`config.mk`:
```
export PLATFORM = sky130hd
export DESIGN_NAME = decode_ctrl_stage
export DESIGN_NICKNAME = d
export VERILOG_FILES = /design/src/rtl/cpu_pkg.sv /design/src/rtl/ctrl_decoder.sv /design/src/rtl/decode_ctrl_stage.sv
export SDC_FILE = /design/constraint.sdc
export NUM_CORES = 1
export LEC_CHECK = 0
export CORE_ASPECT_RATIO = 1.25
export CORE_MARGIN = 5
export CORE_UTILIZATION = 30
export CTS_BUF_LIST = sky130_fd_sc_hd__clkbuf_4 sky130_fd_sc_hd__clkbuf_8
export CTS_CLUSTER_DIAMETER = 50
export DETAILED_ROUTE_END_ITERATION = 8
export SLEW_MARGIN = 25
export SYNTH_ARGS = -nofsm -noshare
export SYNTH_HDL_FRONTEND = slang
export SYNTH_SLANG_ARGS = --single-unit
```
`constraint.sdc`:
```
create_clock -name clk -period 5.2 [get_ports clk]
set_input_delay 1.04 -clock clk [delete_from_list [all_inputs] [get_ports clk]]
set_output_delay 1.04 -clock clk [all_outputs]
set_load 0.005 [all_outputs]
```
`src/rtl/cpu_pkg.sv`:
```
// Shared types for the RV32I core: ALU operation codes, base opcodes and the
// ID/EX control bundle that travels from decode into execute.
package cpu_pkg;

    typedef enum logic [2:0] {
        ALU_AND = 3'b000,
        ALU_OR  = 3'b001,
        ALU_ADD = 3'b010,
        ALU_XOR = 3'b011,
        ALU_SUB = 3'b110,
        ALU_SLT = 3'b111
    } alu_op_e;

    localparam logic [6:0] OP_R      = 7'b0110011;
    localparam logic [6:0] OP_I      = 7'b0010011;
    localparam logic [6:0] OP_LOAD   = 7'b0000011;
    localparam logic [6:0] OP_STORE  = 7'b0100011;
    localparam logic [6:0] OP_BRANCH = 7'b1100011;

    typedef struct packed {
        alu_op_e    alu_cntrl;
        logic       alu_src_imm;
        logic       reg_write;
        logic       mem_read;
        logic       mem_write;
        logic       branch;
        logic [4:0] rs1;
        logic [4:0] rs2;
        logic [4:0] rd;
    } ctrl_t;

    localparam ctrl_t CTRL_NOP = '0;

    // funct3 values shared by the R-type and I-type ALU groups.
    function automatic logic alu_f3_legal(input logic [2:0] f3);
        return (f3 == 3'b000) || (f3 == 3'b111) || (f3 == 3'b110) ||
               (f3 == 3'b100) || (f3 == 3'b010);
    endfunction

    function automatic alu_op_e alu_f3_op(input logic [2:0] f3);
        alu_op_e op;
        case (f3)
            3'b111:  op = ALU_AND;
            3'b110:  op = ALU_OR;
            3'b100:  op = ALU_XOR;
            3'b010:  op = ALU_SLT;
            default: op = ALU_ADD;
        endcase
        return op;
    endfunction

endpackage

```
`src/rtl/ctrl_decoder.sv`:
```
// Combinational RV32I subset decoder: instruction word to control bundle,
// sign-extended immediate and an illegal-instruction flag.
module ctrl_decoder
    import cpu_pkg::*;
(
    input  logic [31:0] instr_i,
    output ctrl_t       ctrl_o,
    output logic        illegal_o,
    output logic [31:0] imm_o
);

    logic [6:0]  opcode;
    logic [2:0]  funct3;
    logic [6:0]  funct7;
    logic [31:0] imm_i_type;
    logic [31:0] imm_s_type;
    logic [31:0] imm_b_type;

    assign opcode     = instr_i[6:0];
    assign funct3     = instr_i[14:12];
    assign funct7     = instr_i[31:25];
    assign imm_i_type = {{20{instr_i[31]}}, instr_i[31:20]};
    assign imm_s_type = {{20{instr_i[31]}}, instr_i[31:25], instr_i[11:7]};
    assign imm_b_type = {{19{instr_i[31]}}, instr_i[31], instr_i[7],
                         instr_i[30:25], instr_i[11:8], 1'b0};

    always_comb begin
        // NOTE: every output gets a default before the case so no path leaves
        // a signal unassigned, which would otherwise infer a latch.
        ctrl_o    = CTRL_NOP;
        illegal_o = 1'b1;
        imm_o     = '0;

        case (opcode)
            OP_R: begin
                if ((funct3 == 3'b000) && (funct7 == 7'b0100000)) begin
                    illegal_o        = 1'b0;
                    ctrl_o.alu_cntrl = ALU_SUB;
                end else if ((funct7 == 7'b0000000) && alu_f3_legal(funct3)) begin
                    illegal_o        = 1'b0;
                    ctrl_o.alu_cntrl = alu_f3_op(funct3);
                end
                if (!illegal_o) begin
                    ctrl_o.reg_write = 1'b1;
                    ctrl_o.rs1       = instr_i[19:15];
                    ctrl_o.rs2       = instr_i[24:20];
                    ctrl_o.rd        = instr_i[11:7];
                end
            end
            OP_I: begin
                if (alu_f3_legal(funct3)) begin
                    illegal_o          = 1'b0;
                    ctrl_o.alu_cntrl   = alu_f3_op(funct3);
                    ctrl_o.alu_src_imm = 1'b1;
                    ctrl_o.reg_write   = 1'b1;
                    ctrl_o.rs1         = instr_i[19:15];
                    ctrl_o.rd          = instr_i[11:7];
                    imm_o              = imm_i_type;
                end
            end
            OP_LOAD: begin
                if (funct3 == 3'b010) begin
                    illegal_o          = 1'b0;
                    ctrl_o.alu_cntrl   = ALU_ADD;
                    ctrl_o.alu_src_imm = 1'b1;
                    ctrl_o.reg_write   = 1'b1;
                    ctrl_o.mem_read    = 1'b1;
                    ctrl_o.rs1         = instr_i[19:15];
                    ctrl_o.rd          = instr_i[11:7];
                    imm_o              = imm_i_type;
                end
            end
            OP_STORE: begin
                if (funct3 == 3'b010) begin
                    illegal_o          = 1'b0;
                    ctrl_o.alu_cntrl   = ALU_ADD;
                    ctrl_o.alu_src_imm = 1'b1;
                    ctrl_o.mem_write   = 1'b1;
                    ctrl_o.rs1         = instr_i[19:15];
                    ctrl_o.rs2         = instr_i[24:20];
                    imm_o              = imm_s_type;
                end
            end
            OP_BRANCH: begin
                // BEQ compares via SUB; the ALU zero flag resolves it in EX.
                if (funct3 == 3'b000) begin
                    illegal_o        = 1'b0;
                    ctrl_o.alu_cntrl = ALU_SUB;
                    ctrl_o.branch    = 1'b1;
                    ctrl_o.rs1       = instr_i[19:15];
                    ctrl_o.rs2       = instr_i[24:20];
                    imm_o            = imm_b_type;
                end
            end
            default: illegal_o = 1'b1;
        endcase
    end

endmodule

```
`src/rtl/decode_ctrl_stage.sv`:
```
// Decode stage: registers decoded control into the ID/EX register under
// flush/stall control and keeps a saturating illegal-instruction count.
module decode_ctrl_stage
    import cpu_pkg::*;
#(
    parameter int CNT_W = 16
) (
    input  logic             clk,
    input  logic             rst,
    input  logic [31:0]      instr_i,
    input  logic             instr_valid_i,
    input  logic             stall_i,
    input  logic             flush_i,
    output logic [2:0]       alu_cntrl_o,
    output logic             alu_src_imm_o,
    output logic [31:0]      imm_o,
    output logic [4:0]       rs1_o,
    output logic [4:0]       rs2_o,
    output logic [4:0]       rd_o,
    output logic             reg_write_o,
    output logic             mem_read_o,
    output logic             mem_write_o,
    output logic             branch_o,
    output logic             ex_valid_o,
    output logic             illegal_o,
    output logic [CNT_W-1:0] illegal_cnt_o
);

    ctrl_t            dec_ctrl;
    logic             dec_illegal;
    logic [31:0]      dec_imm;

    ctrl_t            ctrl_d,     ctrl_q;
    logic [31:0]      imm_d,      imm_q;
    logic             ex_valid_d, ex_valid_q;
    logic             illegal_d,  illegal_q;
    logic [CNT_W-1:0] cnt_d,      cnt_q;

    ctrl_decoder u_ctrl_decoder (
        .instr_i   (instr_i),
        .ctrl_o    (dec_ctrl),
        .illegal_o (dec_illegal),
        .imm_o     (dec_imm)
    );

    // Priority below reset: flush, then stall, then load (valid or bubble).
    always_comb begin
        ctrl_d     = ctrl_q;
        imm_d      = imm_q;
        ex_valid_d = ex_valid_q;
        illegal_d  = illegal_q;
        cnt_d      = cnt_q;

        if (flush_i) begin
            ctrl_d     = CTRL_NOP;
            imm_d      = '0;
            ex_valid_d = 1'b0;
            illegal_d  = 1'b0;
        end else if (!stall_i) begin
            if (instr_valid_i) begin
                ctrl_d     = dec_ctrl;
                imm_d      = dec_imm;
                ex_valid_d = 1'b1;
                illegal_d  = dec_illegal;
                if (dec_illegal && (cnt_q != '1)) begin
                    cnt_d = cnt_q + 1'b1;
                end
            end else begin
                ctrl_d     = CTRL_NOP;
                imm_d      = '0;
                ex_valid_d = 1'b0;
                illegal_d  = 1'b0;
            end
        end
    end

    // NOTE: sequential state uses non-blocking assignments so every register
    // samples its _d value from before the edge, independent of statement order.
    always_ff @(posedge clk) begin
        if (rst) begin
            ctrl_q     <= CTRL_NOP;
            imm_q      <= '0;
            ex_valid_q <= 1'b0;
            illegal_q  <= 1'b0;
            cnt_q      <= '0;
        end else begin
            ctrl_q     <= ctrl_d;
            imm_q      <= imm_d;
            ex_valid_q <= ex_valid_d;
            illegal_q  <= illegal_d;
            cnt_q      <= cnt_d;
        end
    end

    assign alu_cntrl_o   = ctrl_q.alu_cntrl;
    assign alu_src_imm_o = ctrl_q.alu_src_imm;
    assign imm_o         = imm_q;
    assign rs1_o         = ctrl_q.rs1;
    assign rs2_o         = ctrl_q.rs2;
    assign rd_o          = ctrl_q.rd;
    assign reg_write_o   = ctrl_q.reg_write;
    assign mem_read_o    = ctrl_q.mem_read;
    assign mem_write_o   = ctrl_q.mem_write;
    assign branch_o      = ctrl_q.branch;
    assign ex_valid_o    = ex_valid_q;
    assign illegal_o     = illegal_q;
    assign illegal_cnt_o = cnt_q;

endmodule

```
* Yosys cells after proc, flatten, opt, wreduce, memory -nomap -nowiden
Index checks and enable logic that the tools add are counted.
Operators by class: reduce and logical (&&, ||, !) cells 12, muxes and demuxes 41, bitwise logic cells 2, equal/unequal tests 11, add/sub/neg operators 1
Operator list (number):
- $mux W32 | 5
- $pmux W32 S4 | 1
- $mux W5 | 6
- $pmux W5 S3 | 2
- $pmux W5 S5 | 1
- $mux W23 | 1
- $eq A7 B6 Y1 const B | 3
- $add A16 B1 Y16 const B | 1
- $ne A16 B16 Y1 const B | 1
- $mux W15 | 1
- $pmux W3 S5 | 1
- $mux W1 | 13
- $mux W3 | 4
- $pmux W3 S4 | 1
- $mux W11 | 1
- $mux W10 | 1
- $eq A3 B3 Y1 const B | 3
- $eq A7 B2 Y1 const B | 1
- $eq A7 B5 Y1 const B | 1
- $eq A7 B7 Y1 const B | 1
- $logic_not A7 Y1 | 1
- $pmux W1 S3 | 2
- $logic_or A1 B1 Y1 | 4
- $pmux W1 S4 | 1
- other kinds (6) | 10
Storage, ports and cells: register bits 73, input bits 37, output and inout bits 73, logic and storage cells 80

* Logic depth before layout (Yosys ltp)
word-level depth 12, mapped depth 9, depth with buffers taken out 7

* Hierarchy
A second synthesis with hierarchy kept.
Unflattened totals: cells, all modules 379, area, all modules 3400.8 µm²
By module, submodules not included:
- decode_ctrl_stage | sequential area each 1461.4 µm², area each 2716.4 µm², times used 1, cells each 292
- ctrl_decoder | sequential area each 0.0 µm², area each 684.4 µm², times used 1, cells each 87

* Worst setup path before layout
No wires, ideal clock.
kind input -> register, from input instr_i[13], to register cnt_q[1] (netlist: illegal_cnt_o[1]), setup slack 2.704 ns, arrival time 2.369 ns, setup time 0.128 ns, buffers on the path 3, data required time 5.072 ns, cell stages on the path 9, cell sequence buf_2 nor2_1 mux2i_1 o211ai_1 o21ai_2 buf_2 buf_4 mux2i_1 nor2_1
On the way: word-level cells in the longest chain between the ends 12, elaborated cells on any way between the ends 20, classes of those cells eq/ne (4); mux (7); reduce/logical (9)
RTL lines:
- from (decl) | line decode_ctrl_stage.sv:10 | input logic [31:0] instr_i,
- $eq A3 B3 Y1 / $logic_not A3 Y1 (equally long branches) | line cpu_pkg.sv:36, ctrl_decoder.sv:36, ctrl_decoder.sv:86
- $logic_or A1 B1 Y1 (3 in series) | line cpu_pkg.sv:36 | return (f3 == 3'b000) || (f3 == 3'b111) || (f3 == 3'b110) ||
- $logic_or A1 B1 Y1 | line cpu_pkg.sv:37 | (f3 == 3'b100) || (f3 == 3'b010);
- $logic_and A1 B1 Y1 | line ctrl_decoder.sv:39 | end else if ((funct7 == 7'b0000000) && alu_f3_legal(funct3)) begin
- $mux W1 | line ctrl_decoder.sv:39
- $mux W1 | line ctrl_decoder.sv:36 | if ((funct3 == 3'b000) && (funct7 == 7'b0100000)) begin
- $mux W1 | line ctrl_decoder.sv:34 | case (opcode)
- $pmux W1 S4 * | line ctrl_decoder.sv:34
- $logic_and A1 B1 Y1 * | line decode_ctrl_stage.sv:65 | if (dec_illegal && (cnt_q != '1)) begin
- $reduce_and A4 Y1 (no line) *
- to (signal assigned) | line decode_ctrl_stage.sv:91 | cnt_q <= cnt_d;
- to (decl) | line decode_ctrl_stage.sv:37 | logic [CNT_W-1:0] cnt_d, cnt_q;
Mark *: on every way between the ends. The rest lies on a longest branch, timed or not. The select of a mux whose other input is x is not followed. A chain may end at the register's enable or synchronous reset.

==> impl_metrics.ini <==
[setup_path]
crit_start = stall_i
setup.worst_path.class = primary input to register
crit_path_cell_trace = clkdlybuf4s50_1 -> nor2b_1 -> nand2_1 -> nor3_1 -> a22o_1
rr_startpoint = illegal_cnt_o[0]$_SDFFE_PP0P_
cp-end-kind = register
critPathLaunchType = primary input
cpMaxStageDelayCell = nor3_1
cp.arrival_ps = 3360
crit_required_ps = 5440
cp_top_family = simple AND/OR/NAND/NOR gates
critPathMaxFanout = 11
cp_num_buf_inv = 1
cp_slowest_stage_delay_ps = 730

[floorplanning]
rows = 37
ios = 110
die_w_um = 91.6
die_y_um = 112
die_area_mm2 = 0.0103
initial_core_util_pct = 30.5
core_mm2 = 0.00819

[global_route]
grt_pass1_wl_um = 11600
grt_use_total_pct = 13.8
grt_overflow = 0
grt_antenna_before_repair = 0
grt_start_max_net_pins = 31
grt_pass1_vias = 2292

[place]
placed_area_mm2 = 0.00350
hpwl_um = 5550
pre_cts_ws_ps = 1610
globalplace.congestion = 0.866
dp_cells = 451
io_buffers = 109

[synthesis]
synth_top_area_share_pct = 43.3
synth_area_mm2 = 0.00250
ys_types = 48
synth_top_area_cell = dfxtp_1
synth_area_leaders = dfxtp_1, a22o_1, buf_4
yosys_register_bits = 54
synthArstFlopShare_pct = 0
syn_area_per_cell_um2 = 8.98
synthTopCellsByCount = dfxtp_1, a22o_1, buf_4, nor2_1
syn_inst = 278
syn-num-nets = 316
yosysMostFrequentCell = dfxtp_1
synth_edf_count = 0
yosys_warnings = 0
synth-seq-area-share_pct = 43.3
synth_ff_type = dfxtp_1

[detailed_routing]
via_count = 2377
drt-initial-drc-count = 96
routed_wl_um = 7270
first_pass_iters = 4
avgViaCountPerCell = 5.18
wl_met1_um = 3250
wl_met3_um = 395
top_layer_used = met4
ant_nets = 0
route.met2.wl_um = 3470
drcViolationCount = 0
wl_per_cell_um = 15.8

[finish]
multi_input_area_mm2 = 0.00120
nFillCells = 814
regArea_mm2 = 0.00108
diodes = 0
drive_above_1_share_pct = 5.52
area.growth.synth_to_final_pct = 44.8
nNetsFinal = 399
stdcell_count = 459
fin_area_mm2 = 0.00361

[sta]
tns_ps = 0
tightest_slew_ps = 811
finalWorstSetupSlack_ps = 2090
final.min_clock_period_ps = 3110
slew_headroom_pct = 45.5
fin_crit_sh_pct = 59.9
fmax_mhz = 321
fin_skew_ps = 6.59
final_max_slew_viol_count = 0
setup_viol = 0
rsz0062_at_grt = false
finalHoldViolCount = 0

[clock_network]
cts.sinks = 54
ctsResizeCount = 0
cts-root-buf = clkbuf_8
cts_buffers = 5
clockBufferDepth = 2
clk_pin_slew_ps = 90
cts_tree = done
postCtsSetupBuffers = 0
ctsHoldBuffers = 0
clock_latency_ps = 300
htree_levels = 2

[pwr]
power_density_mw_per_mm2 = 210
ir_drop_v = 0.000191
p_leak_nw = 1.21
finalPower_mw = 0.758

[worst_hold_path]
min_from = imm_o[2]$_SDFFE_PP0N_
hold_class = register to register

[run_status]
status = finished, final reports clean

[job]
maxCapViolCount = 0
==> path summary, 6_finish.rpt <==
path                                     to  slack [ps]  cells after the start
min                   imm_o[2]$_SDFFE_PP0N_         460                      2
min reg2reg           imm_o[2]$_SDFFE_PP0N_         460                      2
max                    rd_o[4]$_SDFFE_PP0N_        2090                      5
max reg2reg  illegal_cnt_o[14]$_SDFFE_PP0P_        3110                      7
==> per-stage QoR <==
step,util [%],hold WS [ps]
global placement,42.7,436
finish,44.1,457
floorplan,-,449
detailed placement,42.7,443
global route,44.1,475
CTS,44.0,466
==> cells in the final DEF (no fill, tap or decap), types with 5 or more instances in the layout <==
cell	n
nand2_1	17
a21oi_1	19
dfxtp_1	54
o21ai_0	19
clkdlybuf4s50_1	109
a22o_1	23
nor2_1	20
a22oi_1	8
clkbuf_8	5
nand3_1	8
or3_1	11
nand4_1	7
==> flip-flops by register name, summed over array words and instances, names as in the netlist, 3 cells and up <==
name	flops
imm_o	13
rs2_o	5
rd_o	5
illegal_cnt_o	16
rs1_o	5
alu_cntrl_o	3
==> area by class of cell <==
type                    count  share of cell area [%]
flip-flops and latches     54                    29.9
inverters                   4                   0.415
clock buffers               5                    1.90
multi-input cells         187                    33.1
clock inverters             3                    1.11
repair buffers            109                    30.2
well taps                  97                    3.36
==> cells by family after synthesis <==
logic type	count (synthesis)	share of synthesized area, %
AO/OA/AOI/OAI	88	25.0
XOR/XNOR	2	0.702
adder cells (fa/ha/maj)	1	0.501
buffers and inverters	37	9.07
flip-flops	54	43.3
multiplexers	2	0.802
AND/OR/NAND/NOR	94	20.6
==> layer usage <==
layer | vias up | GRT usage [%]
met4 | 0 | 4.83
met2 | 88 | 23.0
li1 | 1175 | -
met1 | 1102 | 17.6
met5 | - | 0
met3 | 12 | 2.64
==> worst min-delay path, cell delays in order, from the launching register on <==
cell	delay (ps)
dfxtp_1	330
nand2_1	40
o21ai_0	50
==> power by group <==
group	switching [mW]	internal [mW]
Clock	0.133	0.142
Sequential	0.00108	0.414
Combinational	0.0325	0.0346
Total	0.167	0.591
Note: power is estimated with default switching activity, not from simulation.
==> RTL change (same flow settings) <==
Change the parameter `CNT_W` from 16 to 20.
--- a/src/rtl/decode_ctrl_stage.sv
+++ b/src/rtl/decode_ctrl_stage.sv
@@ -4,5 +4,5 @@
     import cpu_pkg::*;
 #(
-    parameter int CNT_W = 16
+    parameter int CNT_W = 20
 ) (
     input  logic             clk,
Interface: changed (resized illegal_cnt_o); port bits go from 110 to 114. The function was not compared with the original's and may differ.
==> RTL change against the original RTL <==
Die area increased by 9.9%. Wire length increased by 18%. Register-to-register slack got worse by 0.47 ns. Clock power increased by 51%. Global-route usage increased by 1.6 points. Synthesized cell count increased by 17%. Setup slack got worse by 0.30 ns. Final area increased by 12%. Critical path depth increased by 2. Critical endpoint is now illegal_cnt_o[9]. Count of clock-buffer cells in the layout increased by 4. Sequential cell count increased by 4. Area after synthesis increased by 11%. Core utilization increased by 0.69 points. Total power increased by 23%.
==> RTL change: results (changes against the original RTL) <==
met1_usage_pct: 18.9  # +1.3 points
fin_cells: 544  # +19%
holdCritStartpoint: "alu_cntrl_o[0]"
met1Wirelength_um: 3680  # +13%
clk_pin_slew_ns: 0.07  # -0.02 ns
buf_share_pct: 28.4  # -1.8 points
synthAdderAreaFrac_pct: 0.452  # -0.050 points
crit_path_max_incr_delay_ns: 0.66  # -0.07 ns
reg2reg_setup_slack_ns: 2.64  # -0.47 ns
largest_reg_flops: 20  # +4
placed_area_mm2: 0.00387  # +11%
initialDrtViolationCount: 76  # -21%
pwr-share-comb_pct: 7.8  # -1.1 points
multi_input_area_mm2: 0.00139  # +16%
power.density_mw_per_mm2: 230  # +9.5%
synthMuxAreaShare_pct: 0.407  # -0.40 points
holdPathEnd: "alu_cntrl_o[0]"
num-fill-cells: 924  # +14%
port_buffers: 113  # +3.7%
slew_headroom_pct: 41.2  # -4.3 points
met2_usage_pct: 25.5  # +2.5 points
h-tree-depth: 3  # +1
clock_latency_ns: 0.34  # +0.04 ns
vias_per_cell: 5.25  # +1.3%
grt_use_total_pct: 15.4  # +1.6 points
switching_share_pct: 25.0  # +3.0 points
place_ws_ns: 1.48  # -0.133 ns
avgSynthCellArea_um2: 8.55  # -4.8%
multi_input_area_share_pct: 34.1  # +0.97 points
gp_congestion: 0.866  # about the same
status: "finished, final reports clean"
holdWs_ns: 0.465  # +0.00782 ns
ys_top_cells_by_area: "dfxtp_1 (42%), a22oi_1 (5.7%), nor2_1 (5.3%), buf_4 (5.1%), a22o_1 (5.1%)"
n_all_buffers: 116  # +6.4%
dr_wl_met2_um: 4220  # +22%
layout.nets: 454  # +14%
cts_buffers: 9  # +4
grt.met3_usage_pct: 3.33  # +0.69 points
timing.rr.end: "illegal_cnt_o[5]"
grt_pass1_wl_um: 13800  # +19%
p_leak_nw: 1.35  # +12%
dr_wl_met3_um: 530  # +34%
grt_pass1_vias: 2727  # +19%
RTL change: changes by cell type in the layout (fill, tap and decap cells not counted), moves of 3 or more:
cell | unedited run | this run
nand3_1 | 8 | 12
clkbuf_8 | 5 | 9
a22oi_1 | 8 | 21
clkdlybuf4s50_1 | 109 | 113
dfxtp_1 | 54 | 58
nor2_1 | 20 | 39
buf_4 | 0 | 3
a22o_1 | 23 | 16
and4_1 | 0 | 7
RTL change: worst max-delay path by stage:
stage | startpoint | to | slack [ns] | cells past startpoint
6_report | instr_i[13] | illegal_cnt_o[9] | 1.79 | 7
5_1_grt | instr_i[12] | illegal_cnt_o[7] | 1.46 | 7
4_1_cts | instr_i[30] | illegal_cnt_o[5] | 1.82 | 7
3_5_place_dp | instr_i[30] | illegal_cnt_o[5] | 1.48 | 7
3_3_place_gp | instr_i[30] | illegal_cnt_o[5] | 1.51 | 7
2_1_floorplan | instr_i[2] | illegal_cnt_o[5] | 2.37 | 7
